**config.mk**
```make
export PLATFORM = sky130hd
export DESIGN_NAME = hazard_ctrl
export DESIGN_NICKNAME = d
export VERILOG_FILES = /design/src/rtl/hz_pkg.sv /design/src/rtl/hz_md_timer.sv /design/src/rtl/hazard_ctrl.sv
export SDC_FILE = /design/constraint.sdc
export NUM_CORES = 1
export LEC_CHECK = 0
export ABC_CLOCK_PERIOD_IN_PS = 2400
export CAP_MARGIN = 20
export CORE_MARGIN = 3
export CORE_UTILIZATION = 30
export DETAILED_ROUTE_END_ITERATION = 10
export GPL_ROUTABILITY_DRIVEN = 1
export GPL_TIMING_DRIVEN = 1
export PLACE_DENSITY_LB_ADDON = 0.08
export SLEW_MARGIN = 20
export SYNTH_ARGS = -nofsm -noshare
export SYNTH_HDL_FRONTEND = slang
export SYNTH_SLANG_ARGS = --single-unit
```
**constraint.sdc**
```tcl
create_clock -name clk -period 2.4 [get_ports clk]
set_input_delay 0.24 -clock clk [delete_from_list [all_inputs] [get_ports clk]]
set_output_delay 0.24 -clock clk [all_outputs]
set_load 0.005 [all_outputs]
```
**src/rtl/hz_pkg.sv**
```systemverilog
// Shared hazard-control definitions: HzCtrl command codes, FSM states, command bundle.
// The HzCtrl codes are also consumed by the PC, IF/ID and ID/EX pipeline registers.
// Code 2'b11 is reserved and never produced.
package hz_pkg;

  localparam logic [1:0] HZ_NORMAL = 2'b00;
  localparam logic [1:0] HZ_FLUSH  = 2'b01;
  localparam logic [1:0] HZ_STALL  = 2'b10;

  typedef enum logic {
    RUN     = 1'b0,
    MD_WAIT = 1'b1
  } hz_state_e;

  // One HzCtrl command per controlled pipeline register.
  typedef struct packed {
    logic [1:0] pc;
    logic [1:0] if_id;
    logic [1:0] id_ex;
  } hz_cmd_t;

  function automatic hz_cmd_t hz_cmd(input logic [1:0] pc,
                                     input logic [1:0] if_id,
                                     input logic [1:0] id_ex);
    hz_cmd_t c;
    c.pc    = pc;
    c.if_id = if_id;
    c.id_ex = id_ex;
    return c;
  endfunction

endpackage

```
**src/rtl/hz_md_timer.sv**
```systemverilog
// MULT/DIV occupancy down-counter: load, decrement-while-nonzero, clear; zero flag.
// Latency: count updates one cycle after load/dec/clr; zero_o is combinational from the count.
// No backpressure; clear beats load, load beats decrement, decrement never wraps.
module hz_md_timer #(
  parameter int W = 3
) (
  input  logic         clk,
  input  logic         rst,
  input  logic         clr_i,
  input  logic         load_i,
  input  logic [W-1:0] load_val_i,
  input  logic         dec_i,
  output logic         zero_o
);

  logic [W-1:0] cnt_q;
  logic [W-1:0] cnt_d;

  // Next count: clear has priority, decrement is blocked at zero so the counter never wraps.
  always_comb begin
    cnt_d = cnt_q;
    if (clr_i) begin
      cnt_d = '0;
    end else if (load_i) begin
      cnt_d = load_val_i;
    end else if (dec_i && (cnt_q != '0)) begin
      cnt_d = cnt_q - W'(1);
    end
  end

  // Count register, cleared asynchronously.
  always_ff @(posedge clk or posedge rst) begin
    if (rst) begin
      cnt_q <= '0;
    end else begin
      cnt_q <= cnt_d;
    end
  end

  assign zero_o = (cnt_q == '0);

endmodule

```
**src/rtl/hazard_ctrl.sv**
```systemverilog
// Pipeline hazard controller: load-use stall, EX redirect flush, ID jump flush, multi-cycle MULT/DIV stall.
// Latency: HzCtrl outputs are Mealy (same cycle as inputs); md_busy and counters are registered.
// No handshake; stall is expressed through the HzCtrl codes. Optional HZ_PERF_CNT_EN adds stall/flush counters.
module hazard_ctrl
  import hz_pkg::*;
#(
  parameter int MD_LAT = 8   // MULT/DIV occupancy in ID, in cycles; must be >= 2
`ifdef HZ_PERF_CNT_EN
  ,
  parameter int CNT_W  = 32
`endif
) (
  input  logic       clk,
  input  logic       rst,
  input  logic [4:0] id_rs_addr,
  input  logic [4:0] id_rt_addr,
  input  logic       id_uses_rt,
  input  logic       id_jump,
  input  logic       id_md_start,
  input  logic       ex_memrd,
  input  logic [4:0] ex_rt_addr,
  input  logic       ex_redirect,
  output logic [1:0] pc_hz,
  output logic [1:0] if_id_hz,
  output logic [1:0] id_ex_hz,
  output logic       md_busy
`ifdef HZ_PERF_CNT_EN
  ,
  output logic [CNT_W-1:0] stall_cnt,
  output logic [CNT_W-1:0] flush_cnt
`endif
);

  localparam int MD_W = (MD_LAT > 2) ? $clog2(MD_LAT) : 1;
  // The first stalled cycle is spent in RUN, so MD_WAIT counts the remaining MD_LAT-2 stalls.
  localparam logic [MD_W-1:0] MD_LOAD = MD_W'(MD_LAT - 2);

  hz_state_e state_q;
  hz_state_e state_d;
  hz_cmd_t   cmd;
  logic      load_use;
  logic      md_clr;
  logic      md_load;
  logic      md_dec;
  logic      md_zero;

  // A load in EX whose destination is a live source of the ID instruction; $zero never creates a hazard.
  assign load_use = ex_memrd && (ex_rt_addr != 5'd0) &&
                    ((ex_rt_addr == id_rs_addr) ||
                     (id_uses_rt && (ex_rt_addr == id_rt_addr)));

  // Priority-ordered command selection and FSM next-state.
  always_comb begin
    cmd     = hz_cmd(HZ_NORMAL, HZ_NORMAL, HZ_NORMAL);
    state_d = state_q;
    md_clr  = 1'b0;
    md_load = 1'b0;
    md_dec  = 1'b0;
    if (ex_redirect) begin
      // Redirect kills everything younger, including an MD op sitting in ID.
      cmd     = hz_cmd(HZ_NORMAL, HZ_FLUSH, HZ_FLUSH);
      state_d = RUN;
      md_clr  = 1'b1;
    end else if (state_q == MD_WAIT) begin
      if (!md_zero) begin
        cmd    = hz_cmd(HZ_STALL, HZ_STALL, HZ_FLUSH);
        md_dec = 1'b1;
      end else begin
        // Advancing cycle: the MD op moves to EX; a new id_md_start is not looked at here.
        state_d = RUN;
      end
    end else if (load_use) begin
      // Single-cycle stall: EX holds a bubble next cycle, so the compare clears by itself.
      cmd = hz_cmd(HZ_STALL, HZ_STALL, HZ_FLUSH);
    end else if (id_md_start) begin
      cmd     = hz_cmd(HZ_STALL, HZ_STALL, HZ_FLUSH);
      state_d = MD_WAIT;
      md_load = 1'b1;
    end else if (id_jump) begin
      cmd = hz_cmd(HZ_NORMAL, HZ_FLUSH, HZ_NORMAL);
    end
  end

  // FSM state register; reset returns to RUN immediately, aborting any MD sequence.
  always_ff @(posedge clk or posedge rst) begin
    if (rst) begin
      state_q <= RUN;
    end else begin
      state_q <= state_d;
    end
  end

  hz_md_timer #(
    .W (MD_W)
  ) u_md_timer (
    .clk        (clk),
    .rst        (rst),
    .clr_i      (md_clr),
    .load_i     (md_load),
    .load_val_i (MD_LOAD),
    .dec_i      (md_dec),
    .zero_o     (md_zero)
  );

  // Outputs are forced to NORMAL while reset is held so no stale command leaks out.
  assign pc_hz    = rst ? HZ_NORMAL : cmd.pc;
  assign if_id_hz = rst ? HZ_NORMAL : cmd.if_id;
  assign id_ex_hz = rst ? HZ_NORMAL : cmd.id_ex;
  assign md_busy  = (state_q == MD_WAIT);

  // Jump and MD start together is a decoder bug; MD wins in the priority chain above.
  always_ff @(posedge clk) begin
    if (!rst) begin
      assert (!(id_jump && id_md_start));
    end
  end

`ifdef HZ_PERF_CNT_EN
  localparam logic [CNT_W-1:0] CNT_MAX = {CNT_W{1'b1}};

  logic [CNT_W-1:0] stall_cnt_q;
  logic [CNT_W-1:0] flush_cnt_q;

  // Saturating event counters for PC stalls and IF/ID flushes.
  always_ff @(posedge clk or posedge rst) begin
    if (rst) begin
      stall_cnt_q <= '0;
      flush_cnt_q <= '0;
    end else begin
      if ((pc_hz == HZ_STALL) && (stall_cnt_q != CNT_MAX)) begin
        stall_cnt_q <= stall_cnt_q + CNT_W'(1);
      end
      if ((if_id_hz == HZ_FLUSH) && (flush_cnt_q != CNT_MAX)) begin
        flush_cnt_q <= flush_cnt_q + CNT_W'(1);
      end
    end
  end

  assign stall_cnt = stall_cnt_q;
  assign flush_cnt = flush_cnt_q;
`endif

endmodule
```
==> metrics.md <==
| Metric | Value |
|---|---|
| Setup_tns | `0 ns` |
| Die width | `45.7 µm` |
| DRC violation total after the first TritonRoute iteration | `4` |
| CTS max path bufs | `2` |
| Crit start category | `input port` |
| WP data required | `2.16 ns` |
| # DRC | `0` |
| GRT Residual Overflow | `0` |
| Distinct cell type count after synthesis | `27` |
| Antenna-violating nets left | `0` |
| CP endpoint kind | `output pin` |
| Non-filler cells, final | `100` |
| Final Core Density | `55.5%` |
| Static leakage | `around 0.34 nW` |
| Clk_skew | `0.00152 ns` |
| Power per Cell Area | `406 mW/mm²` |
| H-Tree Depth | `1` |
| Clock slew at reported path FFs | `around 0.04 ns` |
| Final Wtd Congestion | `0.773` |
| # IOs | `29` |
| Cts-stage hold buffer count | `0` |
| Post-CTS setup buffers | `0` |
| Antenna cell count | `0` |
| CP Class | `in -> out` |
| Max-Cap Viols | `0` |
| M1 wire length | `435 µm` |
| R2R Path Start | `u_md_timer.cnt_q[0]` |
| FP Rows | `13` |
| Top layer in use | `met3` |
| YS warnings | `0` |
| Post-Syn Instances | `between 50 and 60` |
| TritonCTS clock tree | `done` |
| Via count | `514` |
| Height of the die | `45.7 µm` |
| Layout cells sized above 1 | `14.1%` |
| Crit path time final | `about 2.3 ns` |
| GRT Total Usage | `11.9%` |
| Hpwl dp | `1010 µm` |
| Commonest non-fill, non-tap cell in the layout | `clkdlybuf4s50_1` |
| Post-Place Setup Slack | `-0.0808 ns` |
| Drt wl/cell | `11.2 µm` |
| Final period util | `about 95%` |
| Mapped cell area | `roughly 470 µm²` |
| Number of global-route vias before repair | `473` |
| Status | `completed` |
| Via density | `~5.1` |
| Dpl cells | `97` |
| Fin worst setup slack | `~0.11 ns` |
| Final wirelength | `roughly 1100 µm` |
| Sink Count | `4` |
| Commonest non-fill, non-tap cells in the layout | `clkdlybuf4s50_1 (20), xor2_1 (7), inv_1 (6), dlygate4sd2_1 (5), buf_4 (5)` |
| Final hold vios | `0` |
| Die area | `0.00209 mm²` |
| Pre-antenna DRT Iters | `4` |
| Largest net degree at the start of global routing | `11` |
| Root buffer cell | `clkbuf_4` |
| #FFs+latches synth | `4` |
| Clk Latency, worst-skew pair | `0.23 ns` |
| Max Fclk | `436 MHz` |
| Crit path DAT | `2.05 ns` |
| Syn Area/Cell | `roughly 8.6 µm²` |
| Met3 routed WL | `approximately 83 µm` |
| PnR Total Power | `0.311 mW` |
| Worst setup startpoint | `ex_rt_addr[2]` |
| First-pass GRT wire length | `1780 µm` |
| Layout Nets | `111` |
| I/O Buffers | `26` |
| Area delta synth->final | `62.2%` |
| Core area | `0.00138 mm²` |
| Initial Util | `34.2%` |
| CP Max Fanout | `4` |
| VDD IR max | `0.209 mV` |
| Min-delay worst type | `in -> async` |
| Met2 WL | `597 µm` |
| RSZ-0062 raised after global routing | `no` |
| CTS Buf Count | `3` |
| Sequential area share after synthesis | `21.2%` |
| Initial antenna violation count | `0` |
| # setup viols final | `0` |
| Final slew viol count | `0` |
==> where the power goes <==
group          switching (mW)  leakage [nW]  internal [mW]  total (mW)
clock network          0.0248        0.0138         0.0558      0.0806
logic                  0.0594         0.279         0.0812       0.141
registers              0.0110        0.0516         0.0791      0.0901
total                  0.0952         0.345          0.216       0.311
==> worst paths after layout <==
check,slack (ns),to,depth (start not counted)
setup / recovery,0.11,id_ex_hz[0],6
hold / removal,0.29,u_md_timer.cnt_q[0],2
setup reg to reg,0.76,u_md_timer.cnt_q[0],7
hold reg to reg,0.55,u_md_timer.cnt_q[0],1
max in group asynchronous,1.95,u_md_timer.cnt_q[2],2
min in group clk,0.55,u_md_timer.cnt_q[0],1
==> stage by stage <==
| step | instance area, µm² | hold slack [ns] |
|---|---|---|
| after CTS | 764 | 0.294 |
| after global routing | 767 | 0.316 |
| after detailed placement | 748 | 0.534 |
| final | 767 | 0.294 |
| after floorplan | 477 | 0.0144 |
| after global placement | 748 | 0.530 |
==> registers in the layout (all words and copies together) (netlist names) <==
register	cells
u_md_timer.cnt_q	3
md_busy	1
==> kinds of logic (layout without fill, tap and decap cells) <==
family | Yosys count | count (layout) | share of synthesized area [%]
compound gates | 15 | 15 | 23.5
simple gates | 12 | 12 | 16.4
buf+inv | 11 | 40 | 14.3
xor+xnor | 10 | 10 | 18.5
flops | 4 | 4 | 21.2
fa+ha+maj | 2 | 2 | 5.29
other cells | 1 | 2 | 0.793
==> metal layers <==
metal / track usage, % / vias to the layer above
met5: 0 / -
met4: 6.82 / 0
met3: 3.95 / 0
met1: 11.9 / 239
met2: 21.2 / 18
li1: - / 257
==> cell usage after synthesis (all sizes together) <==
| cell type | number | share of area (%) |
|---|---|---|
| inv | 6 | 4.8 |
| dfrtp | 4 | 21 |
| o41a | 1 | 2.4 |
| conb | 1 | 0.79 |
| buf | 5 | 9.5 |
| nor2 | 3 | 2.4 |
| a21oi | 3 | 4.0 |
| a41o | 1 | 2.1 |
| nor3 | 1 | 1.1 |
| o21ai | 1 | 1.9 |
| nor4 | 1 | 1.3 |
| nand4b | 1 | 1.9 |
| a31oi | 2 | 2.6 |
| or4 | 1 | 2.4 |
| ha | 2 | 5.3 |
| o31a | 1 | 1.9 |
| xnor2 | 3 | 5.6 |
| and4 | 1 | 1.9 |
| nand3 | 3 | 4.2 |
| o41ai | 1 | 1.9 |
| xor2 | 7 | 13 |
| a211oi | 1 | 1.6 |
| o22ai | 4 | 5.3 |
| nand2b | 1 | 1.3 |
==> what timing repair did <==
action / CTS / global route
pin swaps: 2 / 0
endpoints found under the setup margin: 3 / 1
endpoints found under the hold margin: 0 / 0
gates resized for setup: 5 / 1
==> final cells by class <==
cell class / count / area, µm²
clock buffer: 3 / 22.5
fill: 147 / 616
inverter: 6 / 22.5
multi-input combinational: 41 / 309
sequential: 4 / 100
tap: 15 / 18.8
timing repair buffer: 31 / 294
==> worst max-delay path, stage by stage <==
cell,delay (ns)
clkdlybuf4s50_1,0.42
or4_4,0.51
o21ai_2,0.14
a21oi_2,0.07
o41a_1,0.41
dlygate4sd2_1,0.27
No activity file was read; power rests on OpenSTA's default activity.
==> RTL edit 1: new RTL, same settings <==
Add an input register stage for `id_jump`, with the module's reset; this delays it by one clock. The other inputs are not delayed to match.
--- a/src/rtl/hazard_ctrl.sv
+++ b/src/rtl/hazard_ctrl.sv
@@ -34,6 +34,16 @@
   localparam int MD_W = (MD_LAT > 2) ? $clog2(MD_LAT) : 1;
   // The first stalled cycle is spent in RUN, so MD_WAIT counts the remaining MD_LAT-2 stalls.
   localparam logic [MD_W-1:0] MD_LOAD = MD_W'(MD_LAT - 2);
+
+  logic id_jump_q;
+
+  always_ff @(posedge clk or posedge rst) begin
+    if (rst) begin
+      id_jump_q <= '0;
+    end else begin
+      id_jump_q <= id_jump;
+    end
+  end
 
   hz_state_e state_q;
   hz_state_e state_d;
@@ -76,7 +86,7 @@
       cmd     = hz_cmd(HZ_STALL, HZ_STALL, HZ_FLUSH);
       state_d = MD_WAIT;
       md_load = 1'b1;
-    end else if (id_jump) begin
+    end else if (id_jump_q) begin
       cmd = hz_cmd(HZ_NORMAL, HZ_FLUSH, HZ_NORMAL);
     end
   end
@@ -111,7 +121,7 @@
   // Jump and MD start together is a decoder bug; MD wins in the priority chain above.
   always_ff @(posedge clk) begin
     if (!rst) begin
-      assert (!(id_jump && id_md_start));
+      assert (!(id_jump_q && id_md_start));
     end
   end
 
Behaviour: not the same (Yosys sat finds a counterexample within 4 cycles, from zero or initial values and one cycle with rst high).
==> RTL edit 1 against the unedited design <==
  * Design area is 5.7% higher
  * Synthesized area rose by 5.3%
  * Routed wire length grew 1.8%
  * Sequential cell count grew 1
  * Clock skew is essentially flat
  * Worst setup slack improved by 0.049 ns
  * Worst hold slack gained 0.012 ns
  * Power rose by 11%
  * Highest routed layer unchanged
==> RTL edit 1: results <==
{
  "dp.cells": 98,
  "synth-compound-area-share": 0.224,
  "path_delay_family": "buffers and inverters",
  "viasPerCell": 4.74,
  "placed_area_um2": 767,
  "drt_iter0_drc": 14,
  "leakagePower_uw": 0.000387,
  "hpwlAfterDp_um": 949,
  "endpoint": "if_id_hz[0]",
  "area.growth.synth_to_final_pct": 62.8,
  "nFillCells": 159,
  "worstSetupStartpoint": "id_rt_addr[3]",
  "yosysSeqAreaShare": 0.251,
  "grt_pass1_vias": 474,
  "post_drt_wl_per_cell_um": 10.9,
  "cts_setup_buffers": 1,
  "insertion_delay_ns": 0.24,
  "async_flop_share": 1.00,
  "grt_pass1_wl_um": 1830,
  "vdd_drop_max_uv": 225,
  "period_needed_ns": 2.24,
  "drt-total-wl_um": 1140,
  "reg2reg_to": "u_md_timer.cnt_q[0]",
  "outcome": "complete, no violations",
  "synthXorXnorAreaFrac": 0.176,
  "slowest_stage": "clkdlybuf4s50_1",
  "powerClk_uw": 94.8,
  "dp_slack_ns": -0.0604,
  "drive_gt1_frac": 0.148,
  "slowest_delay_ns": 0.46,
  "netlist_top_cells_area": "dfrtp_1 (25%), xor2_1 (12%), xnor2_1 (5.3%)",
  "grt_usage": 0.117,
  "num-nets-final": 113,
  "finalClockSkew_ns": 0.00148,
  "grt_max_degree": 11,
  "p_sw_frac": 0.302,
  "ys_top_cells_by_count": "xor2_1 (7), inv_1 (6), dfrtp_1 (5)",
  "post_cts_resized": 4,
  "worstPathArrival_ns": 2.00,
  "synthAdderAreaFrac": 0.0503,
  "avgSynthCellArea_um2": 8.89,
  "fin_hold_ws_ns": 0.306,
  "combPwrFrac": 0.412,
  "gp_congestion": 0.674
}
RTL edit 1: changes by cell type in the layout (fill, tap and decap cells not counted):
cell and delta:
dlymetal6s2s_1 +2, dlygate4sd2_1 -1, clkbuf_1 +1, dfrtp_1 +1, buf_4 +1, clkdlybuf4s50_1 -1
RTL edit 1: kinds of logic after synthesis:
logic type               count (synthesis)
AO/OA/AOI/OAI                           15
AND/OR/NAND/NOR                         12
buffers and inverters                   11
XOR/XNOR                                10
flip-flops                               5
adder cells (fa/ha/maj)                  2
other                                    1
RTL edit 1: area by class of cell:
type | count | area share
clock buffer | 4 | 0.0324
inverter | 6 | 0.0278
multi-input combinational | 41 | 0.381
sequential | 5 | 0.154
tap | 16 | 0.0247
timing repair buffer | 32 | 0.380
RTL edit 1: routing by layer:
layer  vias up  wire (um)  GRT usage
li1        263          -          -
met1       212        539      0.157
met2        18        496      0.173
met3         0         99     0.0268
met4         0          0     0.0663
met5         -          0          0
==> RTL edit 2: new RTL, same flow settings <==
Without the edit above. The parameter `MD_LAT` goes from 8 to 16.
--- a/src/rtl/hazard_ctrl.sv
+++ b/src/rtl/hazard_ctrl.sv
@@ -4,7 +4,7 @@
 module hazard_ctrl
   import hz_pkg::*;
 #(
-  parameter int MD_LAT = 8   // MULT/DIV occupancy in ID, in cycles; must be >= 2
+  parameter int MD_LAT = 16   // MULT/DIV occupancy in ID, in cycles; must be >= 2
 `ifdef HZ_PERF_CNT_EN
   ,
   parameter int CNT_W  = 32
Behaviour: not the same (a bounded check fails within 10 cycles, from zero or initial values and one cycle with rst high).
==> RTL edit 2 against the unedited design <==
  * Worst setup slack got worse by 0.012 ns
  * Synthesized area rose by 15%
  * Critical path depth did not move
  * Die area rose by 13%
  * Clock skew rose by 0.0037 ns
  * Routed wire length rose by 33%
  * Count of clock-buffer cells in the layout rose by 1
  * Design area rose by 18%
  * Cell count rose by 21%
  * Power rose by 18%
  * Sequential cell count rose by 1
  * Clock power rose by 25%
  * Largest cell class unchanged
  * Highest routed layer is now met4
==> RTL edit 2: results <==
{
  "antenna_cells": 0,
  "fin_hold_ws_ns": 0.313,
  "grt_pass1_vias": 523,
  "gp_congestion": 0.763,
  "port_buffers": 26,
  "drt-total-wl_um": 1490,
  "vdd_drop_max_uv": 274,
  "htree_num_levels": 1,
  "cts_setup_buffers": 0,
  "antenna_found_initial": 0,
  "grt_pass1_wl_um": 2330,
  "grt.met3_usage": 0.0552,
  "grt_max_degree": 14,
  "grt_usage": 0.127,
  "ys_top_cells_by_count": "xnor2_1 (10), dfrtp_1 (5), inv_1 (5)",
  "synth.distinct_cells": 34,
  "outcome": "complete, no violations",
  "num-nets-final": 121,
  "cts_made_buffers": 3,
  "nFillCells": 139,
  "cts_buffer_depth": 2,
  "slowest_delay_ns": 0.52,
  "drv_cap": 0,
  "drt_iter0_drc": 14,
  "async_flop_share": 1.00,
  "yosysTopAreaCellShare": 0.231,
  "dp_slack_ns": -0.166,
  "netlist_top_cells_area": "dfrtp_1 (23%), xnor2_1 (16%), a2111oi_4 (5.1%)",
  "drive_gt1_frac": 0.165,
  "hpwlAfterDp_um": 1210,
  "cp_max_fo": 3,
  "yosysSeqAreaShare": 0.231,
  "viasPerCell": 4.86,
  "slowest_stage": "or4_1",
  "insertion_delay_ns": 0.25,
  "worstHoldPathType": "in -> async",
  "leakagePower_uw": 0.000386,
  "finalClockSkew_ns": 0.00524,
  "grtUsageMet1": 0.160,
  "use_met2": 0.188,
  "largest_register_ffs": 4
}
-- RTL edit 2: worst paths after layout --
kind / startpoint / endpoint / slack, ns / cells past startpoint
max: ex_rt_addr[3] / if_id_hz[0] / 0.1 / 6
min: rst / u_md_timer.cnt_q[2] / 0.31 / 2
max reg2reg: u_md_timer.cnt_q[0] / u_md_timer.cnt_q[1] / 0.68 / 6
min reg2reg: u_md_timer.cnt_q[0] / u_md_timer.cnt_q[0] / 0.57 / 2
max in group asynchronous: rst / u_md_timer.cnt_q[0] / 1.87 / 2
min in group clk: u_md_timer.cnt_q[0] / u_md_timer.cnt_q[0] / 0.57 / 2
-- RTL edit 2: cell type report --
class | count | area share
inverters | 5 | 0.0208
flip-flops and latches | 5 | 0.139
repair buffers | 32 | 0.341
well taps | 24 | 0.0332
multi-input cells | 51 | 0.438
clock buffers | 4 | 0.0291
-- RTL edit 2: repair_timing --
item	in CTS	in global routing
setup endpoints to repair	4	4
hold buffers	0	0
pin swaps	1	1
gates resized for setup	6	6
-- RTL edit 2: worst register-to-register path, stage by stage (launching register included) --
cell and delay [ns]:
dfrtp_1 0.40, inv_1 0.10, ha_1 0.21, and4bb_2 0.34
nand2b_1 0.13, o21ai_0 0.08, a221o_1 0.34
-- RTL edit 2: kinds of logic (layout without fill, tap and decap cells) --
| kind of cell | Yosys count | in the layout | share of synthesized area |
|---|---|---|---|
| other | 1 | 2 | 0.00692 |
| adder cells (fa/ha/maj) | 1 | 1 | 0.0231 |
| flip-flops | 5 | 5 | 0.231 |
| XOR/XNOR | 10 | 10 | 0.162 |
| AND/OR/NAND/NOR | 20 | 20 | 0.217 |
| AO/OA/AOI/OAI | 18 | 18 | 0.270 |
| buffers and inverters | 10 | 41 | 0.0901 |
-- RTL edit 2: per-layer routing --
layer	wire length (um)	part of all wire
met2	674	0.45
met5	0	0
met1	679	0.46
met3	109	0.073
met4	22	0.015
-- RTL edit 2: where the power goes --
part	total [uW]	switching [uW]	leakage, uW	internal [uW]
Sequential	112	16.2	0.0000644	96.2
Clock	101	37.6	0.0000150	63.1
Combinational	155	63.0	0.000306	92.2
Total	368	117	0.000386	251
-- RTL edit 2: stage by stage --
step / TNS (ns) / cell area [um2] / instances
detailed placement: -0.351 / 851 / 117
finish: 0 / 903 / 121
floorplan: 0 / 546 / 66
global route: 0 / 903 / 121
global placement: -0.351 / 851 / 117
CTS: 0 / 882 / 121
